<file path="src/rtl/multicycle_ctrl_if.sv">
`default_nettype none
// ============================================================================
//  Module      : multicycle_ctrl_if
//  Description : Control/status bundle between the multi-cycle sequencer and
//                the MIPS-subset datapath. The master side is the sequencer
//                (drives strobes and selects). The slave side is the datapath
//                (returns IR contents, the ALU zero flag and memory ready).
//  Revision    : 1.0  initial release
// ============================================================================
interface multicycle_ctrl_if;
    // Datapath -> sequencer
    logic [31:0] instr;
    logic        zero;
    logic        memReady;

    // Sequencer -> datapath
    logic        pcWrite;
    logic [1:0]  pcSrc;
    logic        irWrite;
    logic        memRead;
    logic        memWrite;
    logic        regWrite;
    logic [2:0]  regDst;
    logic [1:0]  wdSel;
    logic        aluSrc;
    logic [2:0]  extOp;
    logic [2:0]  aluOp;
    logic [2:0]  state;
    logic        retire;

    modport master (
        input  instr, zero, memReady,
        output pcWrite, pcSrc, irWrite, memRead, memWrite, regWrite,
               regDst, wdSel, aluSrc, extOp, aluOp, state, retire
    );

    modport slave (
        output instr, zero, memReady,
        input  pcWrite, pcSrc, irWrite, memRead, memWrite, regWrite,
               regDst, wdSel, aluSrc, extOp, aluOp, state, retire
    );
endinterface
`default_nettype wire

</file>
<file path="src/rtl/multicycle_ctrl.sv">
`default_nettype none
// ============================================================================
//  Module      : multicycle_ctrl
//  Description : Multi-cycle FETCH/DECODE/EXEC/MEM/WB sequencer for the
//                MIPS-subset datapath (add, sub, ori, lui, lw, sw, beq, j,
//                jal, jr, jalr). All strobes are combinational from the
//                current state, the decoded IR, zero and memReady.
//                Build option MC_MEM_WAIT_EN: when defined, memReady stretches
//                FETCH and MEM; when undefined, memReady is ignored and every
//                memory access completes in one cycle.
//  Revision    : 1.0  initial release
// ============================================================================
module multicycle_ctrl (
    input  logic              clk,
    input  logic              reset,
    multicycle_ctrl_if.master bus
);

    typedef enum logic [2:0] {
        ST_FETCH  = 3'd0,
        ST_DECODE = 3'd1,
        ST_EXEC   = 3'd2,
        ST_MEM    = 3'd3,
        ST_WB     = 3'd4
    } state_t;

    localparam logic [5:0] c_OP_RTYPE = 6'h00;
    localparam logic [5:0] c_OP_J     = 6'h02;
    localparam logic [5:0] c_OP_JAL   = 6'h03;
    localparam logic [5:0] c_OP_BEQ   = 6'h04;
    localparam logic [5:0] c_OP_ORI   = 6'h0D;
    localparam logic [5:0] c_OP_LUI   = 6'h0F;
    localparam logic [5:0] c_OP_LW    = 6'h23;
    localparam logic [5:0] c_OP_SW    = 6'h2B;
    localparam logic [5:0] c_FN_JR    = 6'h08;
    localparam logic [5:0] c_FN_JALR  = 6'h09;
    localparam logic [5:0] c_FN_ADD   = 6'h20;
    localparam logic [5:0] c_FN_SUB   = 6'h22;

    state_t r_state;
    state_t w_next;

    logic [5:0] w_opcode;
    logic [5:0] w_funct;
    logic       w_rtype;
    logic       w_is_add, w_is_sub, w_is_ori, w_is_lui, w_is_lw, w_is_sw;
    logic       w_is_beq, w_is_j, w_is_jal, w_is_jr, w_is_jalr;
    logic       w_goes_exec;
    logic       w_mem_ready;
    logic       w_unused_instr;

    logic       w_pc_write;
    logic [1:0] w_pc_src;
    logic       w_ir_write;
    logic       w_mem_read;
    logic       w_mem_write;
    logic       w_reg_write;
    logic [2:0] w_reg_dst;
    logic [1:0] w_wd_sel;
    logic       w_alu_src;
    logic [2:0] w_ext_op;
    logic [2:0] w_alu_op;
    logic       w_retire;

`ifdef MC_MEM_WAIT_EN
    assign w_mem_ready = bus.memReady;
`else
    // Every access is treated as completing immediately; the OR keeps the
    // port referenced so the interface stays identical between builds.
    assign w_mem_ready = bus.memReady | 1'b1;
`endif

    // Instruction decode: opcode, plus funct for R-type; the rest is unknown.
    assign w_opcode    = bus.instr[31:26];
    assign w_funct     = bus.instr[5:0];
    assign w_rtype     = (w_opcode == c_OP_RTYPE);
    assign w_is_add    = w_rtype && (w_funct == c_FN_ADD);
    assign w_is_sub    = w_rtype && (w_funct == c_FN_SUB);
    assign w_is_jr     = w_rtype && (w_funct == c_FN_JR);
    assign w_is_jalr   = w_rtype && (w_funct == c_FN_JALR);
    assign w_is_ori    = (w_opcode == c_OP_ORI);
    assign w_is_lui    = (w_opcode == c_OP_LUI);
    assign w_is_lw     = (w_opcode == c_OP_LW);
    assign w_is_sw     = (w_opcode == c_OP_SW);
    assign w_is_beq    = (w_opcode == c_OP_BEQ);
    assign w_is_j      = (w_opcode == c_OP_J);
    assign w_is_jal    = (w_opcode == c_OP_JAL);
    assign w_goes_exec = w_is_add | w_is_sub | w_is_ori | w_is_lui |
                         w_is_lw  | w_is_sw  | w_is_beq;

    // Register fields are consumed by the datapath, not by the sequencer.
    assign w_unused_instr = ^bus.instr[25:6];

    // State register; reset returns the sequencer to FETCH at once.
    always_ff @(posedge clk or posedge reset) begin
        if (reset) begin
            r_state <= ST_FETCH;
        end else begin
            r_state <= w_next;
        end
    end

    // Next-state and per-state datapath strobes; all quiet while in reset.
    always_comb begin
        w_next      = r_state;
        w_pc_write  = 1'b0;
        w_pc_src    = 2'd0;
        w_ir_write  = 1'b0;
        w_mem_read  = 1'b0;
        w_mem_write = 1'b0;
        w_reg_write = 1'b0;
        w_reg_dst   = 3'd0;
        w_wd_sel    = 2'd0;
        w_alu_src   = 1'b0;
        w_ext_op    = 3'd0;
        w_alu_op    = 3'd0;
        w_retire    = 1'b0;

        if (!reset) begin
            case (r_state)
                ST_FETCH: begin
                    w_mem_read = 1'b1;
                    if (w_mem_ready) begin
                        w_ir_write = 1'b1;
                        w_pc_write = 1'b1;
                        w_pc_src   = 2'd0;
                        w_next     = ST_DECODE;
                    end
                end

                ST_DECODE: begin
                    // Jumps complete here; PC is already PC+4 for the link.
                    if (w_is_j || w_is_jal) begin
                        w_pc_write = 1'b1;
                        w_pc_src   = 2'd2;
                    end
                    if (w_is_jal) begin
                        w_reg_write = 1'b1;
                        w_reg_dst   = 3'd2;
                        w_wd_sel    = 2'd2;
                    end
                    if (w_is_jr || w_is_jalr) begin
                        w_pc_write = 1'b1;
                        w_pc_src   = 2'd3;
                    end
                    if (w_is_jalr) begin
                        w_reg_write = 1'b1;
                        w_reg_dst   = 3'd1;
                        w_wd_sel    = 2'd2;
                    end
                    if (w_goes_exec) begin
                        w_next = ST_EXEC;
                    end else begin
                        w_next   = ST_FETCH;
                        w_retire = 1'b1;
                    end
                end

                ST_EXEC: begin
                    if (w_is_add || w_is_sub) begin
                        w_alu_src = 1'b0;
                        w_alu_op  = w_is_sub ? 3'd3 : 3'd2;
                    end
                    if (w_is_ori) begin
                        w_alu_src = 1'b1;
                        w_ext_op  = 3'd0;
                        w_alu_op  = 3'd1;
                    end
                    if (w_is_lui) begin
                        w_alu_src = 1'b1;
                        w_ext_op  = 3'd2;
                        w_alu_op  = 3'd2;
                    end
                    if (w_is_lw || w_is_sw) begin
                        w_alu_src = 1'b1;
                        w_ext_op  = 3'd1;
                        w_alu_op  = 3'd2;
                    end
                    if (w_is_beq) begin
                        w_alu_src  = 1'b0;
                        w_alu_op   = 3'd3;
                        w_ext_op   = 3'd1;
                        w_pc_src   = 2'd1;
                        w_pc_write = bus.zero;
                    end

                    if (w_is_lw || w_is_sw) begin
                        w_next = ST_MEM;
                    end else if (w_is_beq) begin
                        w_next   = ST_FETCH;
                        w_retire = 1'b1;
                    end else begin
                        w_next = ST_WB;
                    end
                end

                ST_MEM: begin
                    // Request is held every cycle until memory reports ready.
                    w_mem_read  = w_is_lw;
                    w_mem_write = w_is_sw;
                    if (w_mem_ready) begin
                        if (w_is_lw) begin
                            w_next = ST_WB;
                        end else begin
                            w_next   = ST_FETCH;
                            w_retire = 1'b1;
                        end
                    end
                end

                ST_WB: begin
                    w_reg_write = 1'b1;
                    if (w_is_add || w_is_sub) begin
                        w_reg_dst = 3'd1;
                    end
                    if (w_is_lw) begin
                        w_wd_sel = 2'd1;
                    end
                    w_next   = ST_FETCH;
                    w_retire = 1'b1;
                end

                default: begin
                    w_next = ST_FETCH;
                end
            endcase
        end
    end

    assign bus.pcWrite  = w_pc_write;
    assign bus.pcSrc    = w_pc_src;
    assign bus.irWrite  = w_ir_write;
    assign bus.memRead  = w_mem_read;
    assign bus.memWrite = w_mem_write;
    assign bus.regWrite = w_reg_write;
    assign bus.regDst   = w_reg_dst;
    assign bus.wdSel    = w_wd_sel;
    assign bus.aluSrc   = w_alu_src;
    assign bus.extOp    = w_ext_op;
    assign bus.aluOp    = w_alu_op;
    assign bus.state    = r_state;
    assign bus.retire   = w_retire;

endmodule
`default_nettype wire

</file>
<file path="src/flat_wrapper.sv">
// flat-port wrapper written by rule: the top's interface ports become plain ports
module multicycle_ctrl_flat 
  (clk, reset, bus_instr, bus_zero, bus_memReady, bus_pcWrite, bus_pcSrc, bus_irWrite, bus_memRead, bus_memWrite, bus_regWrite, bus_regDst, bus_wdSel, bus_aluSrc, bus_extOp, bus_aluOp, bus_state, bus_retire);
  multicycle_ctrl_if bus_i ();
  input  logic clk;
  input  logic reset;
  input wire logic [$bits(bus_i.instr)-1:0] bus_instr;
  input wire logic [$bits(bus_i.zero)-1:0] bus_zero;
  input wire logic [$bits(bus_i.memReady)-1:0] bus_memReady;
  output wire logic [$bits(bus_i.pcWrite)-1:0] bus_pcWrite;
  output wire logic [$bits(bus_i.pcSrc)-1:0] bus_pcSrc;
  output wire logic [$bits(bus_i.irWrite)-1:0] bus_irWrite;
  output wire logic [$bits(bus_i.memRead)-1:0] bus_memRead;
  output wire logic [$bits(bus_i.memWrite)-1:0] bus_memWrite;
  output wire logic [$bits(bus_i.regWrite)-1:0] bus_regWrite;
  output wire logic [$bits(bus_i.regDst)-1:0] bus_regDst;
  output wire logic [$bits(bus_i.wdSel)-1:0] bus_wdSel;
  output wire logic [$bits(bus_i.aluSrc)-1:0] bus_aluSrc;
  output wire logic [$bits(bus_i.extOp)-1:0] bus_extOp;
  output wire logic [$bits(bus_i.aluOp)-1:0] bus_aluOp;
  output wire logic [$bits(bus_i.state)-1:0] bus_state;
  output wire logic [$bits(bus_i.retire)-1:0] bus_retire;
  assign bus_i.instr = bus_instr;
  assign bus_i.zero = bus_zero;
  assign bus_i.memReady = bus_memReady;
  assign bus_pcWrite = bus_i.pcWrite;
  assign bus_pcSrc = bus_i.pcSrc;
  assign bus_irWrite = bus_i.irWrite;
  assign bus_memRead = bus_i.memRead;
  assign bus_memWrite = bus_i.memWrite;
  assign bus_regWrite = bus_i.regWrite;
  assign bus_regDst = bus_i.regDst;
  assign bus_wdSel = bus_i.wdSel;
  assign bus_aluSrc = bus_i.aluSrc;
  assign bus_extOp = bus_i.extOp;
  assign bus_aluOp = bus_i.aluOp;
  assign bus_state = bus_i.state;
  assign bus_retire = bus_i.retire;
  multicycle_ctrl u_core (.clk(clk), .reset(reset), .bus(bus_i));
endmodule
</file>
<file path="config.mk">
export PLATFORM = sky130hd
export DESIGN_NAME = multicycle_ctrl_flat
export DESIGN_NICKNAME = d
export VERILOG_FILES = /design/src/rtl/multicycle_ctrl_if.sv /design/src/rtl/multicycle_ctrl.sv /design/src/flat_wrapper.sv
export SDC_FILE = /design/constraint.sdc
export NUM_CORES = 1
export LEC_CHECK = 0
export ABC_AREA = 1
export CAP_MARGIN = 20
export CORE_MARGIN = 5
export CORE_UTILIZATION = 29
export CTS_CLUSTER_DIAMETER = 200
export DETAILED_ROUTE_END_ITERATION = 8
export MAX_ROUTING_LAYER = met4
export PLACE_DENSITY = 0.88
export SLEW_MARGIN = 30
export SYNTH_ARGS = -nofsm -noshare
export SYNTH_HDL_FRONTEND = slang
export SYNTH_SLANG_ARGS = --single-unit
</file>
<file path="constraint.sdc">
create_clock -name clk -period 1.8 [get_ports clk]
set_input_delay 0.45 -clock clk [delete_from_list [all_inputs] [get_ports clk]]
set_output_delay 0.45 -clock clk [all_outputs]
set_load 0.05 [all_outputs]
</file>
Word level (Yosys, flattened, before mapping)
Cells that the tools add are included.

Bits in registers: 3. Latch bits: 0. Memory bits (writable): 0. Bits in read-only memories: 0. Bits of input ports: 36. Output and inout port bits: 23. Memories kept: 0.

Add/subtract/negate cells: 0. $mul: 0. Div/mod/pow operators: 0. Magnitude comparators: 0. Eq/ne operators: 15. Shift-type cells: 0. Multiplexer cells: 60. Bitwise logic cells: 6. Reductions and logical operators: 10.

Operators with widths (count): 2-to-1 mux 3 bit (13); 2-to-1 mux 1 bit (27); equality test 6 x 4 -> 1 bit (second input constant) (4); equality test 6 bit (second input constant) (4); 2-to-1 mux 2 bit (12); equality test 6 x 2 -> 1 bit (second input constant) (2); one-hot mux 3 bit (4 select lines) (1); one-hot mux 2 bit (2 select lines) (2); equality test 3 x 2 -> 1 bit (second input constant) (2); equality test 6 x 3 -> 1 bit (second input constant) (1); zero test 6 bit (1); OR 1 bit (6); one-hot mux 3 bit (2 select lines) (1); logical AND 1 bit (4); logical OR 1 bit (4); one-hot mux 1 bit (2 select lines) (2); one-hot mux 1 bit (4 select lines) (1); equality test 3 x 1 -> 1 bit (second input constant) (1); equality test 3 bit (second input constant) (1); zero test 3 bit (1); one-hot mux 1 bit (3 select lines) (1).

Longest topological paths before layout
Depth in word-level cells: 11. Mapped depth: 9.

Worst setup path after synthesis
OpenSTA, ideal clock, no wires.

Path type: register to output. Start point: register u_core.r_state[1], in the netlist u_core.bus.state[1]. End point: output port bus_pcWrite. Data arrival time: 2066 ps. Path slack: -716 ps. Stages on the path, launching flop included: 6. Cells stage by stage: dfrtp_1 > inv_2 > nand3_1 > nor2_1 > a21oi_1 > nand3_1.

Longest elaborated chain between the ends: 3. Elaborated cells between the ends (all ways): 5. Classes of those cells: eq/ne (2); mux (2); reduce/logical (1).

Ends and longest elaborated chain: start: declaration (line multicycle_ctrl.sv:40) `state_t r_state;`; start signal: assignment (line multicycle_ctrl.sv:99) `r_state <= w_next;`; equality test 3 x 2 -> 1 bit, or another cell as far along (line multicycle_ctrl.sv:120) `case (r_state)`; one-hot mux 1 bit (3 select lines) (*) (line multicycle_ctrl.sv:120); 2-to-1 mux 1 bit (*) (line multicycle_ctrl.sv:119) `if (!reset) begin`; end: declaration (line flat_wrapper.sv:10) `output wire logic [$bits(bus_i.pcWrite)-1:0] bus_pcWrite;`.

Mark *: on every way between the ends. The rest lies on a longest branch, timed or not.

Worst setup path in the final report
Start point: input port bus_instr[31]. End point: output port bus_aluOp[1].

Longest elaborated chain between the ends: 10. Elaborated cells between the ends (all ways): 17. Classes of those cells: eq/ne (5); mux (7); reduce/logical (5).

Ends and longest elaborated chain: start: declaration (line flat_wrapper.sv:7) `input wire logic [$bits(bus_i.instr)-1:0] bus_instr;`; zero test 6 bit (line multicycle_ctrl.sv:76) `assign w_rtype = (w_opcode == c_OP_RTYPE);`; logical AND 1 bit, on equally long branches (line multicycle_ctrl.sv:77, multicycle_ctrl.sv:78); logical OR 1 bit (line multicycle_ctrl.sv:160) `if (w_is_add || w_is_sub) begin`; 2-to-1 mux 3 bit (line multicycle_ctrl.sv:160); 2-to-1 mux 3 bit (line multicycle_ctrl.sv:164) `if (w_is_ori) begin`; 2-to-1 mux 3 bit (line multicycle_ctrl.sv:169) `if (w_is_lui) begin`; 2-to-1 mux 3 bit (line multicycle_ctrl.sv:174) `if (w_is_lw || w_is_sw) begin`; 2-to-1 mux 3 bit (*) (line multicycle_ctrl.sv:179) `if (w_is_beq) begin`; 2-to-1 mux 3 bit (*) (line multicycle_ctrl.sv:120); 2-to-1 mux 3 bit (*) (line multicycle_ctrl.sv:119); end: declaration (line flat_wrapper.sv:20) `output wire logic [$bits(bus_i.aluOp)-1:0] bus_aluOp;`.

Marked as above.

==> summary.log <==
[worst_setup_path] Max stage delay on crit path 0.31 ns
[route] residual antenna-violating net count after detailed routing 0
[route] routed wire length per instance 22.74 µm
[pwr] switching part of the total power 45.94%
[placed_design] RD Place Congestion 0.7889
[sta] unrepaired setup endpoints after global routing true
[worst_setup_path] Critical Path Start Type input port
[placed_design] Port Buffers 34
[sta] final setup slack of the worst path -0.3645 ns
[logic_synthesis] number of storage elements in the synthesis netlist 3
[logic_synthesis] sequential fraction of the synthesis area 12.50%
[layout] fraction of layout cells with a size suffix above 1 79.35%
[floorplanning] number of primary I/O pins 59
[placed_design] Post-Place Cells 186
[worst_setup_path] Cell Chain, Critical Path buf_6 > inv_1 > nand2_1 > nor2_2 > nand2_1 > a41oi_4 > buf_12
[sta] post-route clock period utilization 120.3%
[worst_setup_path] critical path data required time 1.35 ns
[layout] most common cell after layout, fill and taps aside sky130_fd_sc_hd__buf_4
[layout] post-layout utilization of the core 96.56%
[global_route] number of global-route vias before repair 1259
[sta] number of hold violations in the final report 0
[layout] area growth from synthesis to layout 215.4%
[floorplanning] FP Rows 16
[clocking] number of clock buffers inserted by TritonCTS 3
[clocking] TritonCTS clock tree done
[global_route] number of antenna violations at the first check in global routing 0
[outcome] result of the run complete, but fails checks
[worst_setup_path] CP arrival 1.71 ns
[layout] top library cells by usage in the layout, fill and taps aside sky130_fd_sc_hd__buf_4 (41), sky130_fd_sc_hd__buf_12 (22), sky130_fd_sc_hd__nand2_1 (13), sky130_fd_sc_hd__nor2_4 (12), sky130_fd_sc_hd__buf_6 (8)
[job] count of maximum capacitance violations 0
[layout] cell area after layout 1894 µm²
[clocking] insertion delay of the later-clocked pin in the worst-skew pair 0.25 ns
[pwr] cell-internal power 409.0 µW
[global_route] total global routing overflow 0
[worst_setup_path] slowest stage cell, crit path sky130_fd_sc_hd__a41oi_4
[sta] fin. max-slew vios 0
[pwr] clock share of power 17.0%
[placed_design] Setup WS pre-CTS -0.7161 ns
[clocking] Longest Clk Path Bufs 2
[global_route] All-Layer GR Usage 28.65%
[pwr] total power density per cell area 399.3 nW/µm²
[pwr] power share of the combinational group 70.8%
[route] total iterations of the first detailed-routing run 4
[floorplanning] die area 3081 µm²
[logic_synthesis] Post-Synthesis Mean Instance Area 5.888 µm²
[clocking] deepest level of the CTS H-tree 1
[route] detailed-route via count 1184
[layout] Final nets 221
[floorplanning] Die Ht 55.51 µm
[route] number of vias per cell after detailed routing 5.611
[sta] final hold slack 0.4517 ns
[clocking] clock-pin slew reported for the worst setup and hold paths after clock tree synthesis 0.04 ns
[worst_setup_path] type of the worst setup path input port to primary output
[pwr] LEAKAGE 0.0008187 µW
[logic_synthesis] number of different library cells in the post-synthesis netlist 25
[route] Total Wirelength 4798 µm
[pwr] proportion of power drawn by flip-flops and latches 12.2%
[floorplanning] Initial Util 30.61%
[worst_setup_path] type of element capturing the critical path primary output
[placed_design] Area after DPL 1538 µm²
[worst_setup_path] number of buffers and inverters on the critical path 3
[sta] final worst path period need 2.165 ns
[floorplanning] Floorplan Core Area 1962 µm²
[clocking] Clock Root Buffer sky130_fd_sc_hd__clkbuf_4
[min_path] path category of the worst min-delay check input port to asynchronous set/reset pin
[global_route] global-route wire length before repair 6775 µm
[sta] maximum clock frequency 0.4620 GHz
[route] DRT iter0 DRCs 56
[clocking] CTS sink cnt 3
[logic_synthesis] synthesized cell area 600.6 µm²
[global_route] maximum number of pins on one net before global-route repair 11
[sta] number of setup violations in the final report 17
[layout] fill count 39
[worst_setup_path] CP top delay family simple AND/OR/NAND/NOR gates
[pwr] net switching power 347.5 µW
[layout] max FFs per register 3
[pwr] Peak VDD IR 0.5631 mV
[floorplanning] die extent in x 55.51 µm
[worst_setup_path] cell type with the highest occurrence count on the critical path sky130_fd_sc_hd__nand2_1
[logic_synthesis] count of synthesis-stage warnings from yosys 0
[layout] number of standard cells in the final layout excluding fillers 211
[worst_setup_path] Max Fanout on Critical Path 3
[outcome] violations in the final reports setup timing
[sta] worst-case clock skew 0.005275 ns
[placed_design] HPWL reported at the end of detailed placement 2409 µm
[logic_synthesis] synthesized instance count 102
[layout] ANT cells 0
[route] number of remaining DRC errors 0
-- repair_timing --
| item | in CTS | in global routing |
|---|---|---|
| pin swaps | 29 | 17 |
| hold buffers | 0 | 0 |
| endpoints found under the setup margin | 17 | 17 |
| endpoints found under the hold margin | 0 | 0 |
| resized for setup | 74 | 25 |
| cloned | 0 | 0 |
| buffers inserted | 11 | 11 |
-- cell usage after synthesis (all sizes together) --
cell type	instances	share of area [%]
conb	1	0.62
o21ai	4	3.3
buf	4	4.6
nand4	4	5.2
nand2	23	15
nand3b	1	1.3
o22ai	1	1.0
nor4	1	2.1
dfrtp	3	12
nor2	17	16
nor3	4	6.9
nand3	15	14
a41oi	1	1.5
or2	1	1.0
inv	18	11
a21oi	4	3.3
-- cell families (layout without fill, tap and decap cells) --
family | count (synthesis) | after routing | share of synthesized area [%]
AO/OA/AOI/OAI | 10 | 10 | 9.168
buffers and inverters | 22 | 102 | 15.83
flip-flops | 3 | 3 | 12.50
other | 1 | 3 | 0.6244
AND/OR/NAND/NOR | 66 | 66 | 61.88
-- power by group through the flow --
stage | Combinational, µW | Clock, µW | Sequential (µW)
floorplan | 177 | 0 | 109
global placement | 378 | 0 | 88.9
detailed placement | 391 | 0 | 90.5
CTS | 456 | 123 | 89.0
global route | 557 | 135 | 91.9
finish | 535 | 129 | 92.0
-- stage by stage --
stage,TNS [ns],power [µW]
after CTS,-3.039,668.3
after floorplan,-0.8286,286.6
after global placement,-8.532,467.1
final,-4.678,756.4
after global routing,-5.426,783.5
after detailed placement,-9.846,481.5
-- layer usage --
layer / vias to the layer above / track usage [%] / part of all wire (%) / wire (µm)
li1: 496 / - / - / -
met2: 96 / 50.00 / 49 / 2355
met5: - / - / 0 / 0
met3: 42 / 4.429 / 8.1 / 387
met1: 550 / 29.90 / 35 / 1657
met4: 0 / 17.71 / 8.3 / 398
-- worst register-to-register path, delay by kind of cell (launching register included) --
kind	cells	cell delay, ns
compound gates	1	0.11
buf+inv	2	0.21
simple gates	4	0.62
flops	1	0.45
-- final timing paths --
check | startpoint | end | slack (ns) | cells past startpoint
worst max-delay path | bus_instr[31] | bus_aluOp[1] | -0.36 | 7
worst min-delay path | reset | u_core.bus.state[1]$_DFFE_PP0N_ | 0.45 | 3
worst max register to register | u_core.bus.state[0]$_DFFE_PP0N_ | u_core.bus.state[2]$_DFFE_PP0N_ | 0.30 | 7
worst min register to register | u_core.bus.state[1]$_DFFE_PP0N_ | u_core.bus.state[1]$_DFFE_PP0N_ | 0.80 | 3
max in group asynchronous | reset | u_core.bus.state[2]$_DFFE_PP0N_ | 1.19 | 3
min in group clk | reset | u_core.bus.state[1]$_DFFE_PP0N_ | 0.77 | 4
-- area by class of cell --
cell class              instances  area [µm²]  share of cell area, %
clock buffers                   4       26.28                  1.387
inverters                      18       91.34                  4.822
multi-input cells              79       744.5                  39.30
flip-flops and latches          3       81.33                  4.293
well taps                      27       33.78                  1.783
repair buffers                 80       917.1                  48.41
(Power assumes the default switching activity.)
